--- src/rtl/fetch_redirect_ctrl_pkg.sv ---
// Shared constants and helpers for the decode-side fetch redirect controller.
// Opcode/funct encodings and the npc source selector live here so every file agrees.
package fetch_redirect_ctrl_pkg;

  localparam int WORD_WIDTH = 32;

  localparam logic [5:0] OP_RTYPE = 6'h00;
  localparam logic [5:0] OP_J     = 6'h02;
  localparam logic [5:0] OP_JAL   = 6'h03;
  localparam logic [5:0] OP_BEQ   = 6'h04;
  localparam logic [5:0] OP_BNE   = 6'h05;
  localparam logic [5:0] OP_SW    = 6'h2b;
  localparam logic [5:0] FUNCT_JR = 6'h08;

  typedef enum logic [1:0] {
    NPC_SEQ,
    NPC_BRANCH,
    NPC_JUMP,
    NPC_JR
  } npc_sel_e;

  // Register 0 is hardwired to zero, so it can never carry a dependence.
  function automatic logic reg_hit(input logic [4:0] src, input logic [4:0] dst);
    return (src != 5'd0) && (src == dst);
  endfunction

endpackage

--- src/rtl/fetch_redirect_ctrl_if.sv ---
// Fetch/decode handshake bundle between the fetch stage and the redirect controller.
// master = pipeline side feeding operands and pc/instr, slave = the controller.
interface fetch_redirect_ctrl_if #(
  parameter int WIDTH = 32,
  parameter int CNT_W = 32
);
  logic [WIDTH-1:0] pcF;
  logic [WIDTH-1:0] instrF;
  logic [WIDTH-1:0] rs_dataD;
  logic [WIDTH-1:0] rt_dataD;
  logic             memreadE;
  logic             regwriteE;
  logic [4:0]       writeregE;
  logic             memreadM;
  logic [4:0]       writeregM;
  logic [WIDTH-1:0] npc;
  logic             stallF;
  logic             stallD;
  logic             flushE;
  logic [WIDTH-1:0] instrD;
  logic [WIDTH-1:0] pcD;
  logic             validD;
  logic [CNT_W-1:0] stall_cnt;
  logic [CNT_W-1:0] redir_cnt;

  modport master (
    output pcF, instrF, rs_dataD, rt_dataD, memreadE, regwriteE, writeregE,
           memreadM, writeregM,
    input  npc, stallF, stallD, flushE, instrD, pcD, validD, stall_cnt, redir_cnt
  );

  modport slave (
    input  pcF, instrF, rs_dataD, rt_dataD, memreadE, regwriteE, writeregE,
           memreadM, writeregM,
    output npc, stallF, stallD, flushE, instrD, pcD, validD, stall_cnt, redir_cnt
  );
endinterface

--- src/rtl/fetch_redirect_ctrl_hazard_detect.sv ---
// Purely combinational stall detection for the instruction in ID: load-use and
// operand hazards on branches/jr that resolve in ID. Shared with the ID/EX control.
module fetch_redirect_ctrl_hazard_detect
  import fetch_redirect_ctrl_pkg::*;
(
  input  logic       validD,
  input  logic [5:0] op,
  input  logic [4:0] rs,
  input  logic [4:0] rt,
  input  logic [5:0] funct,
  input  logic       memreadE,
  input  logic       regwriteE,
  input  logic [4:0] writeregE,
  input  logic       memreadM,
  input  logic [4:0] writeregM,
  output logic       stall
);
  logic is_branch;
  logic is_jr;
  logic uses_rt;
  logic load_use;
  logic hit_e;
  logic hit_m;
  logic ctrl_hazard;

  always_comb begin
    is_branch = (op == OP_BEQ) || (op == OP_BNE);
    is_jr     = (op == OP_RTYPE) && (funct == FUNCT_JR);
    uses_rt   = (op == OP_RTYPE) || is_branch || (op == OP_SW);
    load_use  = memreadE &&
                (reg_hit(rs, writeregE) || (uses_rt && reg_hit(rt, writeregE)));
    // jr only reads rs; branches compare rs against rt.
    hit_e       = reg_hit(rs, writeregE) || (is_branch && reg_hit(rt, writeregE));
    hit_m       = reg_hit(rs, writeregM) || (is_branch && reg_hit(rt, writeregM));
    ctrl_hazard = (is_branch || is_jr) &&
                  ((regwriteE && hit_e) || (memreadM && hit_m));
    stall       = validD && (load_use || ctrl_hazard);
  end
endmodule

--- src/rtl/fetch_redirect_ctrl.sv ---
// IF/ID pipeline register, branch/jump resolution in ID, npc selection back to
// fetch, and saturating stall/redirect performance counters.
module fetch_redirect_ctrl
  import fetch_redirect_ctrl_pkg::*;
#(
  parameter int WIDTH = WORD_WIDTH,
  parameter int CNT_W = 32
) (
  input logic                 clk,
  input logic                 rst,
  fetch_redirect_ctrl_if.slave bus
);
  logic [WIDTH-1:0] instrD_q, instrD_d;
  logic [WIDTH-1:0] pcD_q, pcD_d;
  logic             validD_q, validD_d;
  logic [CNT_W-1:0] stall_cnt_q, stall_cnt_d;
  logic [CNT_W-1:0] redir_cnt_q, redir_cnt_d;

  logic [5:0]       op;
  logic [5:0]       funct;
  logic [15:0]      imm;
  logic             is_branch, is_jr, is_jump, taken, stall, redirect;
  logic [WIDTH-1:0] pcD_plus4, pcF_plus4, br_target, j_target;
  npc_sel_e         npc_sel;

  assign op    = instrD_q[31:26];
  assign funct = instrD_q[5:0];
  assign imm   = instrD_q[15:0];

  fetch_redirect_ctrl_hazard_detect u_hazard (
    .validD    (validD_q),
    .op        (op),
    .rs        (instrD_q[25:21]),
    .rt        (instrD_q[20:16]),
    .funct     (funct),
    .memreadE  (bus.memreadE),
    .regwriteE (bus.regwriteE),
    .writeregE (bus.writeregE),
    .memreadM  (bus.memreadM),
    .writeregM (bus.writeregM),
    .stall     (stall)
  );

  always_comb begin
    is_branch = (op == OP_BEQ) || (op == OP_BNE);
    is_jr     = (op == OP_RTYPE) && (funct == FUNCT_JR);
    is_jump   = (op == OP_J) || (op == OP_JAL);
    taken     = ((op == OP_BEQ) && (bus.rs_dataD == bus.rt_dataD)) ||
                ((op == OP_BNE) && (bus.rs_dataD != bus.rt_dataD)) ||
                is_jump || is_jr;
    // A stall wins; the redirect is simply re-evaluated once it clears.
    redirect  = validD_q && taken && !stall;

    pcF_plus4 = bus.pcF + WIDTH'(4);
    pcD_plus4 = pcD_q + WIDTH'(4);
    br_target = pcD_plus4 + {{(WIDTH-18){imm[15]}}, imm, 2'b00};
    j_target  = {pcD_plus4[WIDTH-1:28], instrD_q[25:0], 2'b00};

    npc_sel = NPC_SEQ;
    if (redirect) begin
      if (is_branch)  npc_sel = NPC_BRANCH;
      else if (is_jr) npc_sel = NPC_JR;
      else            npc_sel = NPC_JUMP;
    end
  end

  always_comb begin
    case (npc_sel)
      NPC_BRANCH: bus.npc = br_target;
      NPC_JUMP:   bus.npc = j_target;
      NPC_JR:     bus.npc = bus.rs_dataD;
      default:    bus.npc = pcF_plus4;
    endcase
    bus.stallF    = stall;
    bus.stallD    = stall;
    bus.flushE    = stall;
    bus.instrD    = instrD_q;
    bus.pcD       = pcD_q;
    bus.validD    = validD_q;
    bus.stall_cnt = stall_cnt_q;
    bus.redir_cnt = redir_cnt_q;
  end

  always_comb begin
    instrD_d = instrD_q;
    pcD_d    = pcD_q;
    validD_d = validD_q;
    if (!stall) begin
      // On redirect the fetched instruction is wrong-path: replace it with a bubble.
      instrD_d = redirect ? '0 : bus.instrF;
      validD_d = !redirect;
      pcD_d    = bus.pcF;
    end
    stall_cnt_d = stall_cnt_q;
    if (stall && !(&stall_cnt_q))
      stall_cnt_d = stall_cnt_q + CNT_W'(1);
    redir_cnt_d = redir_cnt_q;
    if (redirect && !(&redir_cnt_q))
      redir_cnt_d = redir_cnt_q + CNT_W'(1);
  end

  always_ff @(posedge clk or posedge rst) begin
    if (rst) begin
      instrD_q    <= '0;
      pcD_q       <= '0;
      validD_q    <= 1'b0;
      stall_cnt_q <= '0;
      redir_cnt_q <= '0;
    end else begin
      instrD_q    <= instrD_d;
      pcD_q       <= pcD_d;
      validD_q    <= validD_d;
      stall_cnt_q <= stall_cnt_d;
      redir_cnt_q <= redir_cnt_d;
    end
  end
endmodule

--- src/flat_wrapper.sv ---
// flat-port wrapper written by rule: the top's interface ports become plain ports
module fetch_redirect_ctrl_flat import fetch_redirect_ctrl_pkg::*;
#(
  parameter int WIDTH = WORD_WIDTH,
  parameter int CNT_W = 32
)
  (clk, rst, bus_pcF, bus_instrF, bus_rs_dataD, bus_rt_dataD, bus_memreadE, bus_regwriteE, bus_writeregE, bus_memreadM, bus_writeregM, bus_npc, bus_stallF, bus_stallD, bus_flushE, bus_instrD, bus_pcD, bus_validD, bus_stall_cnt, bus_redir_cnt);
  fetch_redirect_ctrl_if #(.WIDTH(WIDTH), .CNT_W(CNT_W)) bus_i ();
  input logic clk;
  input logic rst;
  input wire logic [$bits(bus_i.pcF)-1:0] bus_pcF;
  input wire logic [$bits(bus_i.instrF)-1:0] bus_instrF;
  input wire logic [$bits(bus_i.rs_dataD)-1:0] bus_rs_dataD;
  input wire logic [$bits(bus_i.rt_dataD)-1:0] bus_rt_dataD;
  input wire logic [$bits(bus_i.memreadE)-1:0] bus_memreadE;
  input wire logic [$bits(bus_i.regwriteE)-1:0] bus_regwriteE;
  input wire logic [$bits(bus_i.writeregE)-1:0] bus_writeregE;
  input wire logic [$bits(bus_i.memreadM)-1:0] bus_memreadM;
  input wire logic [$bits(bus_i.writeregM)-1:0] bus_writeregM;
  output wire logic [$bits(bus_i.npc)-1:0] bus_npc;
  output wire logic [$bits(bus_i.stallF)-1:0] bus_stallF;
  output wire logic [$bits(bus_i.stallD)-1:0] bus_stallD;
  output wire logic [$bits(bus_i.flushE)-1:0] bus_flushE;
  output wire logic [$bits(bus_i.instrD)-1:0] bus_instrD;
  output wire logic [$bits(bus_i.pcD)-1:0] bus_pcD;
  output wire logic [$bits(bus_i.validD)-1:0] bus_validD;
  output wire logic [$bits(bus_i.stall_cnt)-1:0] bus_stall_cnt;
  output wire logic [$bits(bus_i.redir_cnt)-1:0] bus_redir_cnt;
  assign bus_i.pcF = bus_pcF;
  assign bus_i.instrF = bus_instrF;
  assign bus_i.rs_dataD = bus_rs_dataD;
  assign bus_i.rt_dataD = bus_rt_dataD;
  assign bus_i.memreadE = bus_memreadE;
  assign bus_i.regwriteE = bus_regwriteE;
  assign bus_i.writeregE = bus_writeregE;
  assign bus_i.memreadM = bus_memreadM;
  assign bus_i.writeregM = bus_writeregM;
  assign bus_npc = bus_i.npc;
  assign bus_stallF = bus_i.stallF;
  assign bus_stallD = bus_i.stallD;
  assign bus_flushE = bus_i.flushE;
  assign bus_instrD = bus_i.instrD;
  assign bus_pcD = bus_i.pcD;
  assign bus_validD = bus_i.validD;
  assign bus_stall_cnt = bus_i.stall_cnt;
  assign bus_redir_cnt = bus_i.redir_cnt;
  fetch_redirect_ctrl #(.WIDTH(WIDTH), .CNT_W(CNT_W)) u_core (.clk(clk), .rst(rst), .bus(bus_i));
endmodule
--- config.mk ---
export PLATFORM = sky130hd
export DESIGN_NAME = fetch_redirect_ctrl_flat
export DESIGN_NICKNAME = d
export VERILOG_FILES = /design/src/rtl/fetch_redirect_ctrl_pkg.sv /design/src/rtl/fetch_redirect_ctrl_if.sv /design/src/rtl/fetch_redirect_ctrl_hazard_detect.sv /design/src/rtl/fetch_redirect_ctrl.sv /design/src/flat_wrapper.sv
export SDC_FILE = /design/constraint.sdc
export NUM_CORES = 1
export LEC_CHECK = 0
export ABC_AREA = 1
export CORE_ASPECT_RATIO = 0.5
export CORE_UTILIZATION = 35
export DETAILED_ROUTE_END_ITERATION = 12
export PLACE_DENSITY = 0.69
export SYNTH_ARGS = -nofsm -noshare
export SYNTH_HDL_FRONTEND = slang
export SYNTH_SLANG_ARGS = --single-unit
--- constraint.sdc ---
create_clock -name clk -period 5.6 [get_ports clk]
set_input_delay 1.12 -clock clk [delete_from_list [all_inputs] [get_ports clk]]
set_output_delay 1.12 -clock clk [all_outputs]
set_load 0.05 [all_outputs]
==> impl_metrics.json <==
{
  "core_mm2": 0.0317,
  "postSynthAreaPerCell_um2": 6.42,
  "cp_max_fo": 6,
  "cts_tree": "yes",
  "maxCapViolCount": 0,
  "synthArstFlopShare_pct": 100,
  "rsz0062_at_grt": "false",
  "mappedNetlistArea_mm2": 0.0113,
  "grt_overflow": 0,
  "place_area_mm2": 0.0150,
  "clock_tree.buffer_depth": 2,
  "vias": 12700,
  "synth_compound_area_share_pct": 9.70,
  "relSlewSlack_pct": 30.8,
  "hold_path_end": "u_core.bus.pcD[1]",
  "die_w_um": 256,
  "cts_made_buffers": 17,
  "crit_type": "register to output port",
  "rr_endpoint": "u_core.bus.stall_cnt[22]",
  "cts_max_level": 4,
  "crit_path_start_kind": "register",
  "final_max_slew_viol_count": 0,
  "postCtsSetupBuffers": 0,
  "clk_latency_ns": 0.45,
  "initial_core_util_pct": 35.6,
  "end_kind": "output port",
  "fin_skew_ns": 0.0123,
  "design.die.area_mm2": 0.0331,
  "viasPerCell": 5.08,
  "ios": 307,
  "dp_hpwl_um": 36900,
  "wire_per_inst_um": 18.3,
  "wirelength_um": 45800,
  "syn_to_final_growth_pct": 38.2,
  "ys_seq_area_share_pct": 28.6,
  "n_fill_cell": 3245,
  "setup_viol": 0,
  "synth_xor_area_share_pct": 11.8,
  "fmax_ghz": 0.187,
  "yosys-top-cells-area": "dfrtp_1 (29%), nand2_1 (19%), xor2_1 (6.9%)",
  "reg2reg_from": "u_core.bus.instrD[31]",
  "yosysTopAreaCell": "dfrtp_1",
  "drtIter0Drc": 1104,
  "fin_tns_setup_ns": 0,
  "worstMarginPinSlew_ns": 1.04,
  "hp-start": "u_core.bus.pcD[1]",
  "drcViolationCount": 0,
  "rows": 46,
  "dr.pass1.iters": 8,
  "synth_top_area_share_pct": 28.6,
  "grt_max_degree": 97,
  "outcome": "finished, final reports clean",
  "cts_root_buf": "clkbuf_16",
  "utilization_pct": 49.3,
  "gp_congestion": 0.984,
  "r2r_cells": 13,
  "hold_class": "register to register",
  "clock_sinks": 129,
  "p_per_area_mw_per_mm2": 268,
  "port_buffers": 306,
  "drtAntennaViolNets": 0,
  "design_area_mm2": 0.0156,
  "die_h_um": 129,
  "ff2ff_setup_slack_ns": 1.83,
  "synthAdderAreaFrac_pct": 4.38,
  "ctsHoldBuffers": 0,
  "synth_top_family_by_area": "simple AND/OR/NAND/NOR gates",
  "grt_pass1_wl_um": 69100,
  "grt_pass1_vias": 11900,
  "synth_edf_count": 0,
  "yosys.area_share.simple_pct": 37.0,
  "antenna_found_initial": 6,
  "yosys.cell_types.count": 41,
  "worst_ep_required_time_ns": 4.48,
  "ys_ff_latch": 129,
  "fin_crit_sh_pct": 95.4,
  "finalHoldViolCount": 0,
  "period_needed_ns": 5.34,
  "nets": 2230,
  "track_usage_pct": 27.4,
  "irDropWorstVdd_mv": 0.260,
  "path_clk_slew_ns": 0.06,
  "layout-drive-gt1-share_pct": 5.09,
  "cts_resized": 0,
  "yosysWarnings": 0,
  "hold_depth": 2,
  "muxShareOfSynthArea_pct": 0,
  "syn_nets": 1942,
  "syn_inst": 1760,
  "total_leakage_power_nw": 7.17,
  "arrival_ns": 4.22,
  "ys.flop_type": "dfrtp_1"
}
## metal layers
layer	GRT usage (%)	part of all wire, %	vias to the layer above
li1	-	-	6244
met1	35.0	43	5953
met2	46.3	48	437
met3	4.95	5.7	63
met4	11.0	3.0	0
met5	0	0	-
## kinds of logic (layout without fill, tap and decap cells)
logic type | Yosys count | after routing
AND/OR/NAND/NOR | 999 | 999
buffers and inverters | 242 | 543
AO/OA/AOI/OAI | 199 | 199
XOR/XNOR | 152 | 152
flip-flops | 129 | 129
adder cells (fa/ha/maj) | 39 | 39
other | 0 | 6
## Yosys cell counts, types with 9 or more instances
| library cell | instances |
|---|---|
| a21oi_1 | 37 |
| a31oi_1 | 9 |
| buf_2 | 19 |
| clkbuf_1 | 18 |
| dfrtp_1 | 129 |
| ha_1 | 38 |
| inv_1 | 187 |
| nand2_1 | 584 |
| nand3_1 | 105 |
| nand4_1 | 35 |
| nor2_1 | 175 |
| nor3_1 | 49 |
| nor4_1 | 24 |
| o21ai_0 | 97 |
| o21ai_1 | 25 |
| xnor2_1 | 63 |
| xor2_1 | 89 |
## how the worst max path moves through the flow
stage | from | end | slack, ns | cells past startpoint
floorplan | u_core.bus.pcD[3] | bus_npc[15] | 0.77 | 15
global placement | bus_pcF[2] | bus_npc[26] | 0.66 | 13
detailed placement | bus_pcF[2] | bus_npc[26] | 0.62 | 13
CTS | u_core.bus.pcD[2] | bus_npc[19] | 0.28 | 18
global route | u_core.bus.pcD[2] | bus_npc[31] | 0.03 | 19
finish | u_core.bus.pcD[3] | bus_npc[19] | 0.26 | 18
## state kept, by name (all words and copies together), names as in the netlist
name,flops
u_core.bus.redir_cnt,32
u_core.bus.pcD,32
u_core.bus.stall_cnt,32
u_core.bus.validD,1
u_core.bus.instrD,32
## placed cells by master (no fill, tap or decap), drive strengths merged
cell / netlist / final
o211ai: 8 / 8
or2: 9 / 9
xor2: 89 / 89
nand3: 105 / 105
nor4: 24 / 24
a31oi: 9 / 9
a22oi: 2 / 2
and3: 2 / 2
nand4: 35 / 35
nor2: 182 / 182
clkinvlp: 0 / 2
o21bai: 5 / 5
o21a: 2 / 2
nor3: 50 / 50
bufinv: 0 / 2
ha: 38 / 38
a21oi: 37 / 37
inv: 195 / 197
o21ai: 122 / 122
fa: 1 / 1
dfrtp: 129 / 129
a21o: 4 / 4
clkdlybuf4s50: 0 / 272
nand2: 587 / 587
diode: 0 / 6
buf: 28 / 43
nand3b: 5 / 5
clkbuf: 18 / 21
o31ai: 1 / 1
a21boi: 5 / 5
o221ai: 2 / 2
o22ai: 2 / 2
xnor2: 63 / 63
clkinv: 1 / 6
## metrics by stage
step	power, W	cells	hold slack, ns	worst slack (ns)
after floorplan	0.00233	1760	0.773	0.769
after global placement	0.00304	2461	0.489	0.664
after detailed placement	0.00304	2461	0.492	0.617
after CTS	0.00421	2493	0.510	0.284
after global routing	0.00440	2499	0.546	0.0329
final	0.00419	2499	0.511	0.260
## power breakdown
part	internal (W)	switching, W
Clock	0.000682	0.000472
Sequential	0.00105	0.000174
Combinational	0.000635	0.00118
## layout make-up
cell class | count | area [µm²] | area share [%]
antenna | 6 | 15.0 | 0.0961
clock buffer | 21 | 460 | 2.95
clock inverter | 11 | 129 | 0.825
inverter | 196 | 741 | 4.74
multi-input combinational | 1389 | 7130 | 45.6
sequential | 129 | 3230 | 20.7
tap | 432 | 541 | 3.46
timing repair buffer | 315 | 3380 | 21.7
## worst max-delay path, cell delays in order, from the launching register on
cell and delay (ns):
dfrtp_1 0.43, ha_1 0.20, nand2_1 0.07, inv_1 0.09
nand3_1 0.14, nor2_2 0.21, nand3_1 0.11, xnor2_1 0.28
ha_1 0.36, a21o_1 0.21, nor2_1 0.13, a21boi_0 0.30
o21ai_0 0.35, nand2_1 0.14, nand2_1 0.08, xor2_1 0.16
nand2_1 0.07, nand3_1 0.20, buf_12 0.23
Power figures use the tool's default switching activity.
